--- src/rtl/rotary_filter_pkg.sv ---
// Shared constants for the rotary encoder front end: decode state encoding,
// default debounce sizing and channel indices.
package rotary_filter_pkg;

    typedef logic [1:0] fsm_state_t;

    localparam fsm_state_t S_IDLE  = 2'd0;
    localparam fsm_state_t S_LEFT  = 2'd1;
    localparam fsm_state_t S_RIGHT = 2'd2;
    localparam fsm_state_t S_WAIT  = 2'd3;

    localparam int STABLE_CYCLES_DEF = 6;
    localparam int CNT_W_DEF         = 4;

    localparam int CH_A = 0;
    localparam int CH_B = 1;

endpackage

--- src/rtl/rotary_debounce.sv ---
// One encoder channel: two-flop synchroniser followed by a stability counter
// that only lets the clean level follow after STABLE_CYCLES agreeing samples.
module rotary_debounce
    import rotary_filter_pkg::*;
#(
    parameter int STABLE_CYCLES = STABLE_CYCLES_DEF,
    parameter int CNT_W         = CNT_W_DEF
) (
    input  logic clock,
    input  logic reset,
    input  logic pin,
    output logic clean
);

    localparam logic [CNT_W-1:0] CNT_LAST = CNT_W'(STABLE_CYCLES - 1);

    logic             sync_1;
    logic             sync_2;
    logic [CNT_W-1:0] cnt;

    always_ff @(posedge clock or negedge reset) begin
        if (!reset) begin
            sync_1 <= 1'b0;
            sync_2 <= 1'b0;
            cnt    <= '0;
            clean  <= 1'b0;
        end else begin
            sync_1 <= pin;
            sync_2 <= sync_1;
            // any sample agreeing with clean restarts the count, rejecting the glitch
            if (sync_2 == clean) begin
                cnt <= '0;
            end else if (cnt == CNT_LAST) begin
                clean <= sync_2;
                cnt   <= '0;
            end else begin
                cnt <= cnt + 1'b1;
            end
        end
    end

endmodule

--- src/rtl/rotary_filter.sv ---
// Rotary encoder front end: debounced channels, quadrature detent decode into
// one-cycle left/right pulses; ROTARY_FILTER_COUNT_EN adds a signed position count.
//
// state   | meaning
// S_IDLE  | both channels low, waiting for the first edge of a detent
// S_LEFT  | channel A led, left detent in progress
// S_RIGHT | channel B led, right detent in progress
// S_WAIT  | detent done or ambiguous, waiting for both channels low
module rotary_filter
    import rotary_filter_pkg::*;
#(
    parameter int STABLE_CYCLES = STABLE_CYCLES_DEF,
    parameter int CNT_W         = CNT_W_DEF
) (
    input  logic              clock,
    input  logic              reset,
    input  logic [1:0]        rotary,
    output logic [1:0]        rotary_clean,
    output logic              rotary_left,
    output logic              rotary_right
`ifdef ROTARY_FILTER_COUNT_EN
    ,
    output logic signed [7:0] rotary_position
`endif
);

    fsm_state_t state;
    fsm_state_t state_nxt;
    logic       left_nxt;
    logic       right_nxt;

    rotary_debounce #(
        .STABLE_CYCLES (STABLE_CYCLES),
        .CNT_W         (CNT_W)
    ) u_debounce_a (
        .clock (clock),
        .reset (reset),
        .pin   (rotary[CH_A]),
        .clean (rotary_clean[CH_A])
    );

    rotary_debounce #(
        .STABLE_CYCLES (STABLE_CYCLES),
        .CNT_W         (CNT_W)
    ) u_debounce_b (
        .clock (clock),
        .reset (reset),
        .pin   (rotary[CH_B]),
        .clean (rotary_clean[CH_B])
    );

    always_comb begin
        state_nxt = state;
        left_nxt  = 1'b0;
        right_nxt = 1'b0;
        case (state)
            S_IDLE: begin
                case (rotary_clean)
                    2'b01:   state_nxt = S_LEFT;
                    2'b10:   state_nxt = S_RIGHT;
                    2'b11:   state_nxt = S_WAIT;
                    default: state_nxt = S_IDLE;
                endcase
            end
            S_LEFT: begin
                case (rotary_clean)
                    2'b11: begin
                        state_nxt = S_WAIT;
                        left_nxt  = 1'b1;
                    end
                    2'b00:   state_nxt = S_IDLE;
                    2'b10:   state_nxt = S_RIGHT;
                    default: state_nxt = S_LEFT;
                endcase
            end
            S_RIGHT: begin
                case (rotary_clean)
                    2'b11: begin
                        state_nxt = S_WAIT;
                        right_nxt = 1'b1;
                    end
                    2'b00:   state_nxt = S_IDLE;
                    2'b01:   state_nxt = S_LEFT;
                    default: state_nxt = S_RIGHT;
                endcase
            end
            default: begin
                if (rotary_clean == 2'b00) begin
                    state_nxt = S_IDLE;
                end
            end
        endcase
    end

    always_ff @(posedge clock or negedge reset) begin
        if (!reset) begin
            state        <= S_IDLE;
            rotary_left  <= 1'b0;
            rotary_right <= 1'b0;
        end else begin
            state        <= state_nxt;
            rotary_left  <= left_nxt;
            rotary_right <= right_nxt;
        end
    end

`ifdef ROTARY_FILTER_COUNT_EN
    // updated on the same edge that raises the pulse, so both are visible together
    always_ff @(posedge clock or negedge reset) begin
        if (!reset) begin
            rotary_position <= '0;
        end else if (right_nxt) begin
            rotary_position <= rotary_position + 8'sd1;
        end else if (left_nxt) begin
            rotary_position <= rotary_position - 8'sd1;
        end
    end
`endif

endmodule

--- config.mk ---
export PLATFORM = sky130hd
export DESIGN_NAME = rotary_filter
export DESIGN_NICKNAME = d
export VERILOG_FILES = /design/src/rtl/rotary_filter_pkg.sv /design/src/rtl/rotary_debounce.sv /design/src/rtl/rotary_filter.sv
export SDC_FILE = /design/constraint.sdc
export NUM_CORES = 1
export LEC_CHECK = 0
export CORE_MARGIN = 2
export CORE_UTILIZATION = 51
export DETAILED_ROUTE_END_ITERATION = 8
export HOLD_SLACK_MARGIN = 0.15
export PLACE_DENSITY = 0.74
export SLEW_MARGIN = 10
export SYNTH_ARGS = -nofsm -noshare
export SYNTH_HDL_FRONTEND = slang
export SYNTH_SLANG_ARGS = --single-unit
export TNS_END_PERCENT = 50
--- constraint.sdc ---
create_clock -name clock -period 1.5 [get_ports clock]
set_clock_uncertainty 0.2 [all_clocks]
set_input_delay 0.225 -clock clock [delete_from_list [all_inputs] [get_ports clock]]
set_output_delay 0.225 -clock clock [all_outputs]
set_load 0.01 [all_outputs]
==> out/metrics.cfg, run 1 <==
[worst_setup_path]
critPathMaxFanout=4
r2r_cells=3
max_stage_delay_ns=0.42
crit_type=flip-flop to flip-flop
r2r_setup_slack_ns=0.09
worst_ep_arrival_time_ns=1.40
r2r_start=u_debounce_b.cnt[0]
endpoint_kind=flip-flop
crit_path_top_delay_cell=dfrtp_1
rr_endpoint=u_debounce_b.clean
required_ns=1.48
worstPathCellList=ha_1 -> nand3b_1 -> mux2_2
cp-start-kind=flip-flop

[clock_network]
h-tree-depth=1
worstSkewPairLatency_ns=0.29
cts_tree=yes
clk_pin_slew_ns=0.10
cts_setup_buffers=0
cts_sinks=18
cts_root_buffer=clkbuf_4
cts_buffers=3
clockBufferDepth=2

[yosys]
synth_commonest_cells=18 x dfrtp_1, 8 x nor2_1, 4 x ha_1, 4 x xor2_1, 3 x nand2_1
syn_avg_cell_area_um2=13.15
synth_nets=61
synth_top_area_cell=dfrtp_1
async_flop_share=1.000
synth.area.top_cells=dfrtp_1 65%, ha_1 7.2%, xor2_1 5.0%
ys_ff_latch=18
syn_area_um2=696.9
yosys_warnings=0
synth_seq_area_share=0.6463
synth_ff_type=dfrtp_1
yosysUniqueCellTypes=13
synth.most_common_cell=dfrtp_1
netlist.area_leader.share=0.6463
synth_edf_count=0
synth_cells=53

[cells_and_area]
syn2layout_area_growth_pct=19.75
finalInstanceArea_um2=834.6
diodes=0
num-fill-cells=104
post-route-util=0.6495
drive_gt1_frac=0.1667
nets=75

[worst_hold_path]
hold_class=flip-flop to flip-flop
min_path_cells=0
min-delay-start=u_debounce_b.sync_1
min_to=u_debounce_b.sync_2

[route]
ant_nets=0
dr.first_iter.drc_count=5
post-route-drc-count=0
viasPerCell=5.000
wl_per_cell_um=12.52
dr.pass1.iters=2
vias=405
drt_wl_total_mm=1.014

[timing]
fin_crit_ns=1.415
max_freq_mhz=706.9
slew_violations=0
rsz0062_at_grt=no
finalSetupTns_ns=0
worst_pin_slew_ns=0.2209
setup_violations=0
hold_viol_final=0
relSlewSlack=0.8527
period_share=0.9431
fin_hold_ws_ns=0.1679

[floorplan]
pin_count=8
rows=13
die_h_um=40.97
design.die.area_um2=1678
die_w_um=40.97
initial_core_util=0.5424
core_um2=1285

[place]
portBuffers=7
gp_congestion=0.6236
dpl_cell_area_um2=793.3
dpl.hpwl_um=734.7

[global_routing]
grt_max_degree=19
grt_pass1_vias=357
grt_overflow_total=0
grt_pass1_wl_mm=1.524
track_usage=0.1630
grt_antenna_before_repair=0

[power_and_ir_drop]
p_comb_frac=0.259
netSwitchingPower_mw=0.3967
internal_power_mw=0.9238
p_leak_nw=0.4168
powerDensity_nw_per_um2=1582
pwr-share-seq=0.522
peakVddDrop_v=0.0008297
p_total_mw=1.321
swShare=0.3004
clkPwrFrac=0.218

[run]
maxCapViolCount=0

[status]
status=completed

[how the worst max path moves through the flow]
stage               slack, ns            endpoint  cells past startpoint                 from
floorplan                0.18  u_debounce_a.clean                      3  u_debounce_a.cnt[0]
global placement         0.14  u_debounce_b.clean                      3  u_debounce_b.cnt[0]
detailed placement       0.09  u_debounce_b.clean                      3  u_debounce_b.cnt[0]
CTS                      0.08  u_debounce_b.clean                      3  u_debounce_b.cnt[0]
global route             0.04  u_debounce_b.clean                      3  u_debounce_b.cnt[0]
finish                   0.09  u_debounce_b.clean                      3  u_debounce_b.cnt[0]
[power groups by stage]
stage               sequential, mW  clock, mW  combinational [mW]
floorplan                    0.699          0               0.232
global placement             0.693          0               0.353
detailed placement           0.701          0               0.362
CTS                          0.692      0.301               0.347
global route                 0.704      0.323               0.388
finish                       0.690      0.288               0.343
[logic make-up after synthesis]
kind of cell | after synthesis | share of synthesized area
flip-flops | 18 | 0.6463
AND/OR/NAND/NOR | 17 | 0.1167
XOR/XNOR | 6 | 0.07540
buffers and inverters | 4 | 0.03231
adder cells (fa/ha/maj) | 4 | 0.07182
AO/OA/AOI/OAI | 2 | 0.02514
multiplexers | 2 | 0.03231
[layout by cell type (no fill, tap or decap)]
master,synthesis,final
a31o_2,2,2
mux2_2,2,2
clkbuf_8,0,1
nand3b_1,2,2
dlygate4sd3_1,0,1
buf_4,2,3
dlygate4sd2_1,0,4
clkbuf_4,0,3
xnor2_1,2,2
nand2_1,3,3
nor2_1,8,8
ha_1,4,4
nand3_1,2,2
clkdlybuf4s50_1,0,3
inv_1,2,2
xor2_1,4,4
nor3b_1,2,2
dfrtp_1,18,18
[timing repair]
action                                 in CTS  in global routing
setup endpoints to repair                   4                  0
endpoints found under the hold margin      18                  0
hold buffers                                1                  0
resized for setup                           4                  0
[final cells by class]
cell class	count	area, um2	share of cell area
Sequential cell	18	450.4	0.5397
Multi-Input combinational cell	31	224.0	0.2684
Timing Repair Buffer	11	97.59	0.1169
Clock buffer	4	36.28	0.04348
Tap cell	15	18.77	0.02249
Inverter	2	7.507	0.008996
[worst max-delay path, delay by kind of cell (launching register included)]
family	cells	cell delay, ns
and+or+nand+nor	1	0.13
muxes	1	0.35
DFF	1	0.42
adders and majority gates	1	0.21
[per-stage QoR]
step / instances / setup WS [ns]
floorplan: 53 / 0.1789
global placement: 76 / 0.1354
detailed placement: 76 / 0.09367
CTS: 81 / 0.07830
global route: 81 / 0.04129
finish: 81 / 0.08542
[registers in the layout, summed over array words and instances, names as in the netlist]
register             cells
u_debounce_a.sync_1      1
u_debounce_a.cnt         4
rotary_right             1
rotary_left              1
u_debounce_a.sync_2      1
u_debounce_b.sync_2      1
u_debounce_a.clean       1
u_debounce_b.cnt         4
state                    2
u_debounce_b.clean       1
u_debounce_b.sync_1      1
[per-layer routing]
metal  up-vias  part of all wire  track usage
li1        197                 -            -
met1       195              0.42       0.1495
met2         9              0.50       0.2695
met3         4             0.042      0.08152
met4         0             0.028       0.1250
met5         -                 0            0
No activity file was read; power rests on OpenSTA's default activity.
==> run 2: changes to the inputs <==
--- a/config.mk
+++ b/config.mk
@@ -9,7 +9,7 @@
 export CORE_UTILIZATION = 51
 export DETAILED_ROUTE_END_ITERATION = 8
 export HOLD_SLACK_MARGIN = 0.15
-export PLACE_DENSITY = 0.74
+export PLACE_DENSITY = 0.84
 export SLEW_MARGIN = 10
 export SYNTH_ARGS = -nofsm -noshare
 export SYNTH_HDL_FRONTEND = slang
==> run 2 against run 1 <==
Fmax rose by 2.2%. Flip-flop and latch count did not move. Critical path depth fell by 2. Cell area fell by 1.6%. First-iteration DRC count fell by 40%. Setup slack improved by 0.030 ns. Core utilization fell by 1.1 points. Sequential power barely moved. Non-clock buffer count did not move. Wire length fell by 8.1%. Largest cell class unchanged.
==> out/metrics.cfg, run 2 (synthesis results as in run 1) <==
[global_routing]
grt_max_degree=19
grt_antenna_before_repair=0
grt_pass1_vias=405
track_usage=0.1657
grt_pass1_wl_mm=1.600
grt_overflow_total=0

[timing]
fin_crit_ns=1.384
slew_violations=0
period_share=0.9230
max_freq_mhz=722.3
hold_viol_final=0
worst_pin_slew_ns=0.2237
relSlewSlack=0.8509
finalSetupTns_ns=0
setup_violations=0
rsz0062_at_grt=no

[cells_and_area]
nets=75
drive_gt1_frac=0.1538
layout_common_cells=18 x dfrtp_1, 8 x nor2_1, 4 x xor2_1, 4 x ha_1, 4 x dlygate4sd2_1
regArea_um2=450.4
diodes=0
num-fill-cells=97
syn2layout_area_growth_pct=17.77
multi_input_area_um2=224.0
reg_top3=u_debounce_a.cnt (4), u_debounce_b.cnt (4), state (2)
final_common_cell=dfrtp_1

[clock_network]
clk_pin_slew_ns=0.09
h-tree-depth=1
cts_root_buffer=clkbuf_4
cts_setup_buffers=0
cts_buffers=3
worstSkewPairLatency_ns=0.29
clockBufferDepth=2
cts_sinks=18
cts_tree=yes

[worst_setup_path]
max_stage_delay_ns=0.39
endpoint_kind=primary output
cp-start-kind=flip-flop
cp-startpoint=u_debounce_a.clean
crit_type=flip-flop to primary output
required_ns=1.07
worstPathCellList=dlygate4sd2_1
path_delay_family=flip-flops
r2r_setup_slack_ns=0.12
r2r_start=u_debounce_b.cnt[0]
worst_ep_arrival_time_ns=0.96
critPathMaxFanout=2
rr_endpoint=u_debounce_b.clean
crit_buf_inv=1
crit_path_top_delay_cell=dfrtp_1
r2r_cells=3

[floorplan]
design.die.area_um2=1678
die_h_um=40.97
die_w_um=40.97
pin_count=8
core_um2=1285
initial_core_util=0.5424
rows=13

[run]
maxCapViolCount=0

[place]
portBuffers=7
dpl.hpwl_um=670.3
gp_congestion=0.7282

[status]
status=completed

[worst_hold_path]
min-delay-start=u_debounce_b.sync_1
min_path_cells=0
min_to=u_debounce_b.sync_2
hold_class=flip-flop to flip-flop

[route]
viasPerCell=4.938
dr.first_iter.drc_count=3
post-route-drc-count=0
drt_wl_total_um=932
wl_per_cell_um=11.65
vias=395
ant_nets=0
dr.pass1.iters=4

[power_and_ir_drop]
powerDensity_nw_per_um2=1530
peakVddDrop_v=0.0007215
p_total_mw=1.256
p_leak_nw=0.4096

[run 2: final cells by class]
| class | count | share of cell area |
|---|---|---|
| well taps | 15 | 0.02287 |
| repair buffers | 11 | 0.1189 |
| multi-input cells | 31 | 0.2729 |
| clock buffers | 3 | 0.02744 |
| inverters | 2 | 0.009146 |
| flip-flops and latches | 18 | 0.5488 |
[run 2: how the worst max path moves through the flow]
stage                              end  slack (ns)  cells past startpoint
floorplan           u_debounce_a.clean        0.18                      3
detailed placement  u_debounce_b.clean        0.13                      3
CTS                    rotary_clean[0]         0.1                      1
global route           rotary_clean[1]        0.06                      1
finish                 rotary_clean[0]        0.12                      1
global placement    u_debounce_b.clean        0.15                      3
[run 2: metrics by stage]
step / utilization / hold WS [ns] / instance area [um2] / setup slack [ns] / instances
5_1_grt: 0.6388 / 0.1608 / 820.8 / 0.06254 / 80
3_5_place_dp: 0.6173 / 0.1358 / 793.3 / 0.1320 / 76
2_1_floorplan: - / -0.2706 / 696.9 / 0.1789 / 53
6_report: 0.6388 / 0.1570 / 820.8 / 0.1155 / 80
4_1_cts: 0.6388 / 0.1557 / 820.8 / 0.09632 / 80
3_3_place_gp: 0.6173 / 0.1324 / 793.3 / 0.1500 / 76
[run 2: worst register-to-register path: stages (launching register included)]
cell      delay [ns]
dfrtp_1         0.42
ha_1            0.20
nand3b_1        0.10
mux2_2          0.34
[run 2: repair_timing]
| action | 4_1_cts | 5_1_grt |
|---|---|---|
| setup endpoints to repair | 4 | 0 |
| endpoints found under the hold margin | 18 | 0 |
| resized for setup | 4 | 0 |
| hold buffers | 1 | 0 |
[run 2: per-layer routing]
metal / global-route usage / share of wire / vias up
met5: 0 / 0 / -
met4: 0.1500 / 0.027 / 0
met3: 0.06522 / 0.048 / 4
met2: 0.2461 / 0.51 / 9
met1: 0.1789 / 0.42 / 188
li1: - / - / 194
[run 2: report_power, final]
part / internal [mW] / switching [mW]
clock network: 0.0934 / 0.138
registers: 0.598 / 0.0909
logic: 0.177 / 0.159
==> run 3: changes to the inputs <==
--- a/config.mk
+++ b/config.mk
@@ -5,6 +5,7 @@
 export SDC_FILE = /design/constraint.sdc
 export NUM_CORES = 1
 export LEC_CHECK = 0
+export ABC_CLOCK_PERIOD_IN_PS = 1500
 export CORE_MARGIN = 2
 export CORE_UTILIZATION = 51
 export DETAILED_ROUTE_END_ITERATION = 8
==> results of run 3 <==
Final layout, timing and power as in run 2 (identical DEF).
==> RTL change 1, RTL diff (config.mk and constraints of run 3) <==
`CNT_W_DEF`: 4 -> 6.
--- a/src/rtl/rotary_filter_pkg.sv
+++ b/src/rtl/rotary_filter_pkg.sv
@@ -10,7 +10,7 @@
     localparam fsm_state_t S_WAIT  = 2'd3;
 
     localparam int STABLE_CYCLES_DEF = 6;
-    localparam int CNT_W_DEF         = 4;
+    localparam int CNT_W_DEF         = 6;
 
     localparam int CH_A = 0;
     localparam int CH_B = 1;
Formal check against the unedited RTL: same outputs for any inputs over 10 cycles, from zero or initial values and one cycle with reset low; that may be too few to reach the edited logic, so the function may still have changed.
==> RTL change 1 against run 3 <==
The run now ends with negative setup slack left; sequential cell count grew 4; area after synthesis grew 32%; via count grew 61%; first-iteration DRC count is the same; wire length grew 73%; worst setup slack lost 0.35 ns; sequential share of layout area shrank 9.6 points; power grew 42%; die area grew 28%; synthesized cell count grew 42%; count of clock-buffer cells in the layout grew 1; cell area grew 48%.
==> RTL change 1: results <==
set metrics [dict create \
    outcome "complete, but fails checks" \
    violations "negative setup slack" \
    clk_pin_slew_ns 0.12 \
    routed_wl_um 1620 \
    grt_pass1_vias 637 \
    grt_max_degree 23 \
    post-cts-setup-buffer-count 1 \
    slowest_stage "or4b_4" \
    worstPathMaxFanout 2 \
    startpoint "u_debounce_a.cnt[1]" \
    synth_commonest_cells "dfrtp_1, nor2_1, nand3_1, xor2_1" \
    fillers 113 \
    grtUsageMet1_pct 19.1 \
    setup_viol 6 \
    dp_hpwl_um 1150 \
    cts_resized 7 \
    critPathMaxStageDelay_ns 0.47 \
    gp_congestion 0.747 \
    tns_ns -1.10 \
    fin_nets 108 \
    gr-usage-met3_pct 2.35 \
    maxSlewHeadroom_pct 77.4 \
    drc 0 \
    stdcell_count 124 \
    p_leak_nw 0.568 \
    grt_first_pass_wirelength_um 2500 \
    drive_above_1_share_pct 28.3 \
    drtPass1Iterations 5 \
    synth.avg_cell_area_um2 12.2 \
    worst_slack_ns -0.236 \
    syn_nets 83 \
    gr-usage-all-layers_pct 16.4 \
    ys_top_cells_by_area "dfrtp_1, ha_1, xor2_1" \
    post_drt_via_cell_ratio 5.14 \
    hold_start "u_debounce_a.sync_1" \
    peakVddDrop_uv 892 \
    gr-usage-met2_pct 30.3 \
    multi_input_area_um2 400 \
    crit_family "simple AND/OR/NAND/NOR gates" \
    yosysSeqAreaShare_pct 59.9 \
    top_regs "u_debounce_a.cnt: 6 flops, u_debounce_b.cnt: 6 flops, state: 2 flops" \
    cts_max_level 1 \
]
-- RTL change 1: cell count changes in the layout (fill, tap and decap cells not counted), moves of 2 or more --
cell	before	now
dlygate4sd3_1	1	3
nand3_1	2	4
nor2_1	8	10
o21ai_0	0	2
nand3b_1	2	0
buf_4	3	12
dfrtp_1	18	22
or3_1	0	2
-- RTL change 1: area by class of cell --
class,count,share of cell area (%)
clock buffer,4,2.99
inverter,3,0.927
multi-input combinational,48,33.0
sequential,22,45.3
tap,25,2.57
timing repair buffer,22,15.2
-- RTL change 1: worst paths after layout --
path	slack, ns	to	depth (start not counted)
max	-0.24	u_debounce_a.clean	5
min	0.17	u_debounce_a.sync_2	0
max reg2reg	-0.24	u_debounce_a.clean	5
min reg2reg	0.17	u_debounce_a.sync_2	0
max in group asynchronous	0.28	u_debounce_a.sync_1	3
min in group asynchronous	0.60	rotary_left	3
-- RTL change 1: power breakdown --
| part | switching [W] | internal [W] | total (W) |
|---|---|---|---|
| registers | 0.0000963 | 0.000705 | 0.000801 |
| logic | 0.000298 | 0.000363 | 0.000661 |
| clock network | 0.000172 | 0.000148 | 0.000320 |
| total | 0.000566 | 0.00122 | 0.00178 |
-- RTL change 1: cell families after synthesis --
family | synth area share (%)
adders and majority gates | 5.45
DFF | 59.9
AOI/OAI and AO/OA | 7.36
xor gates and xnor gates | 7.63
and+or+nand+nor | 14.3
muxes | 2.45
buffers and inverters | 2.86
-- RTL change 1: worst reg2reg max path, delay by kind of cell, from the launching register on --
kind,cells,cell delay [ns]
AND/OR/NAND/NOR,2,0.57
buffers and inverters,1,0.06
flip-flops,1,0.40
adder cells (fa/ha/maj),1,0.12
multiplexers,1,0.29
-- RTL change 1: metal layers --
layer	routed length (µm)	up-vias
li1	-	300
met1	713	322
met2	842	11
met3	45	4
met4	17	0
met5	0	-
==> RTL change 2, RTL diff (config.mk and constraints of run 3) <==
Without the edit above. Put a register stage on the output `rotary_clean`. The value now appears one clock later. The other outputs are not delayed to match.
--- a/src/rtl/rotary_filter.sv
+++ b/src/rtl/rotary_filter.sv
@@ -24,6 +24,8 @@
 `endif
 );
 
+    logic [1:0] rotary_clean_d;
+
     fsm_state_t state;
     fsm_state_t state_nxt;
     logic       left_nxt;
@@ -36,7 +38,7 @@
         .clock (clock),
         .reset (reset),
         .pin   (rotary[CH_A]),
-        .clean (rotary_clean[CH_A])
+        .clean (rotary_clean_d[CH_A])
     );
 
     rotary_debounce #(
@@ -46,7 +48,7 @@
         .clock (clock),
         .reset (reset),
         .pin   (rotary[CH_B]),
-        .clean (rotary_clean[CH_B])
+        .clean (rotary_clean_d[CH_B])
     );
 
     always_comb begin
@@ -55,7 +57,7 @@
         right_nxt = 1'b0;
         case (state)
             S_IDLE: begin
-                case (rotary_clean)
+                case (rotary_clean_d)
                     2'b01:   state_nxt = S_LEFT;
                     2'b10:   state_nxt = S_RIGHT;
                     2'b11:   state_nxt = S_WAIT;
@@ -63,7 +65,7 @@
                 endcase
             end
             S_LEFT: begin
-                case (rotary_clean)
+                case (rotary_clean_d)
                     2'b11: begin
                         state_nxt = S_WAIT;
                         left_nxt  = 1'b1;
@@ -74,7 +76,7 @@
                 endcase
             end
             S_RIGHT: begin
-                case (rotary_clean)
+                case (rotary_clean_d)
                     2'b11: begin
                         state_nxt = S_WAIT;
                         right_nxt = 1'b1;
@@ -85,7 +87,7 @@
                 endcase
             end
             default: begin
-                if (rotary_clean == 2'b00) begin
+                if (rotary_clean_d == 2'b00) begin
                     state_nxt = S_IDLE;
                 end
             end
@@ -117,5 +119,9 @@
     end
 `endif
 
+    always_ff @(posedge clock) begin
+        rotary_clean <= rotary_clean_d;
+    end
+
 endmodule
 
Formal check against the unedited RTL: not equivalent (Yosys sat finds a counterexample within 10 cycles, from zero or initial values and one cycle with reset low).
==> RTL change 2 against run 3 <==
Utilization is 0.32 points higher; sequential cell count up 2; power up 7.1%; synthesized cell count unchanged; area after synthesis up 3.6%; worst setup slack lost 0.0051 ns; cell area grew 3.0%; combinational power fell by 9.3%; sequential power increased by 16%; wire length up 8.8%; largest cell class unchanged.
==> RTL change 2: results <==
set metrics [dict create \
    syn_nets 61 \
    drt_iter0_drc 1 \
    grt_first_pass_wirelength_um 1930 \
    critPathMaxStageDelay_ns 0.42 \
    route.vias.total 407 \
    crit_arrival_ns 1.37 \
    startpoint "u_debounce_b.cnt[0]" \
    switching_share_pct 30.7 \
    gr-usage-all-layers_pct 15.3 \
    dp_hpwl_um 687 \
    synth-compound-area-share_pct 2.43 \
    hold_start "u_debounce_b.sync_1" \
    synth_xor_area_share_pct 7.28 \
    synth.avg_cell_area_um2 13.6 \
    crit_end "u_debounce_b.clean" \
    routed_wl_um 1010 \
    outcome "finished, final reports clean" \
    worstPathMaxFanout 4 \
    finalCritPeriodShare_pct 92.6 \
    top_regs "u_debounce_a.cnt: 4 flops, u_debounce_b.cnt: 4 flops" \
    peakVddDrop_uv 877 \
    antenna_cells 0 \
    synth_fa_ha_area_share_pct 6.93 \
    p_leak_nw 0.416 \
    fin_nets 75 \
    ys_top_cells_by_area "dfrtp_1, ha_1, dfxtp_1" \
    fillers 98 \
    yosysSeqAreaShare_pct 67.9 \
    antenna_found_initial 0 \
    gr-usage-met3_pct 2.61 \
    synthMuxAreaShare_pct 3.12 \
    tns_ns 0 \
    worst_pin_slew_ns 0.217 \
    drive_above_1_share_pct 12.3 \
    post-place-ws_ns 0.120 \
    yosys_warnings 0 \
    grtUsageMet1_pct 17.9 \
    async_flop_share_pct 90.0 \
    gp_congestion 0.760 \
    drtPass1Iterations 2 \
    grt_pass1_vias 451 \
    crit_family "flip-flops" \
    gr-usage-met2_pct 25.0 \
]
[RTL change 2: cell types whose count changed after synthesis, sizes merged]
cell | before | now
dfxtp | 0 | 2
buf | 2 | 0
[RTL change 2: final cells by class]
type | instances | area [µm²] | area share [%]
sequential | 20 | 490 | 58.0
multi-input combinational | 31 | 224 | 26.5
timing repair buffer | 9 | 82.6 | 9.76
clock buffer | 3 | 22.5 | 2.66
tap | 15 | 18.8 | 2.22
inverter | 2 | 7.51 | 0.888
[RTL change 2: power by group through the flow]
stage / Sequential (W) / Combinational, W / Clock (W)
finish: 0.000798 / 0.000304 / 0.000243
global route: 0.000825 / 0.000351 / 0.000272
CTS: 0.000798 / 0.000312 / 0.000248
detailed placement: 0.000810 / 0.000330 / 0
global placement: 0.000801 / 0.000310 / 0
floorplan: 0.000802 / 0.000193 / 0
[RTL change 2: worst min-delay path by stage]
stage          slack (ns)  cells past startpoint                  end
2_1_floorplan       -0.27                      0          rotary_left
3_3_place_gp         0.13                      0  u_debounce_b.sync_2
3_5_place_dp         0.14                      0  u_debounce_a.sync_2
4_1_cts              0.16                      1  u_debounce_a.sync_1
5_1_grt              0.16                      1  u_debounce_a.sync_1
6_report             0.16                      0  u_debounce_b.sync_2
[RTL change 2: stage by stage]
stage / power (W) / cell area (µm²)
after floorplan: 0.000994 / 722
after global placement: 0.00111 / 818
after detailed placement: 0.00114 / 818
after CTS: 0.00136 / 846
after global routing: 0.00145 / 846
final: 0.00135 / 846
[RTL change 2: per-layer routing]
layer	vias up	share of wire [%]
met3	2	2.9
met4	0	1.2
met1	198	45
met2	8	51
met5	-	0
li1	199	-
[RTL change 2: timing repair]
action,CTS,global route
setup endpoints to repair,4,0
hold endpoints to repair,18,0
buffers inserted,0,0
resized for setup,4,0
hold buffers,1,0
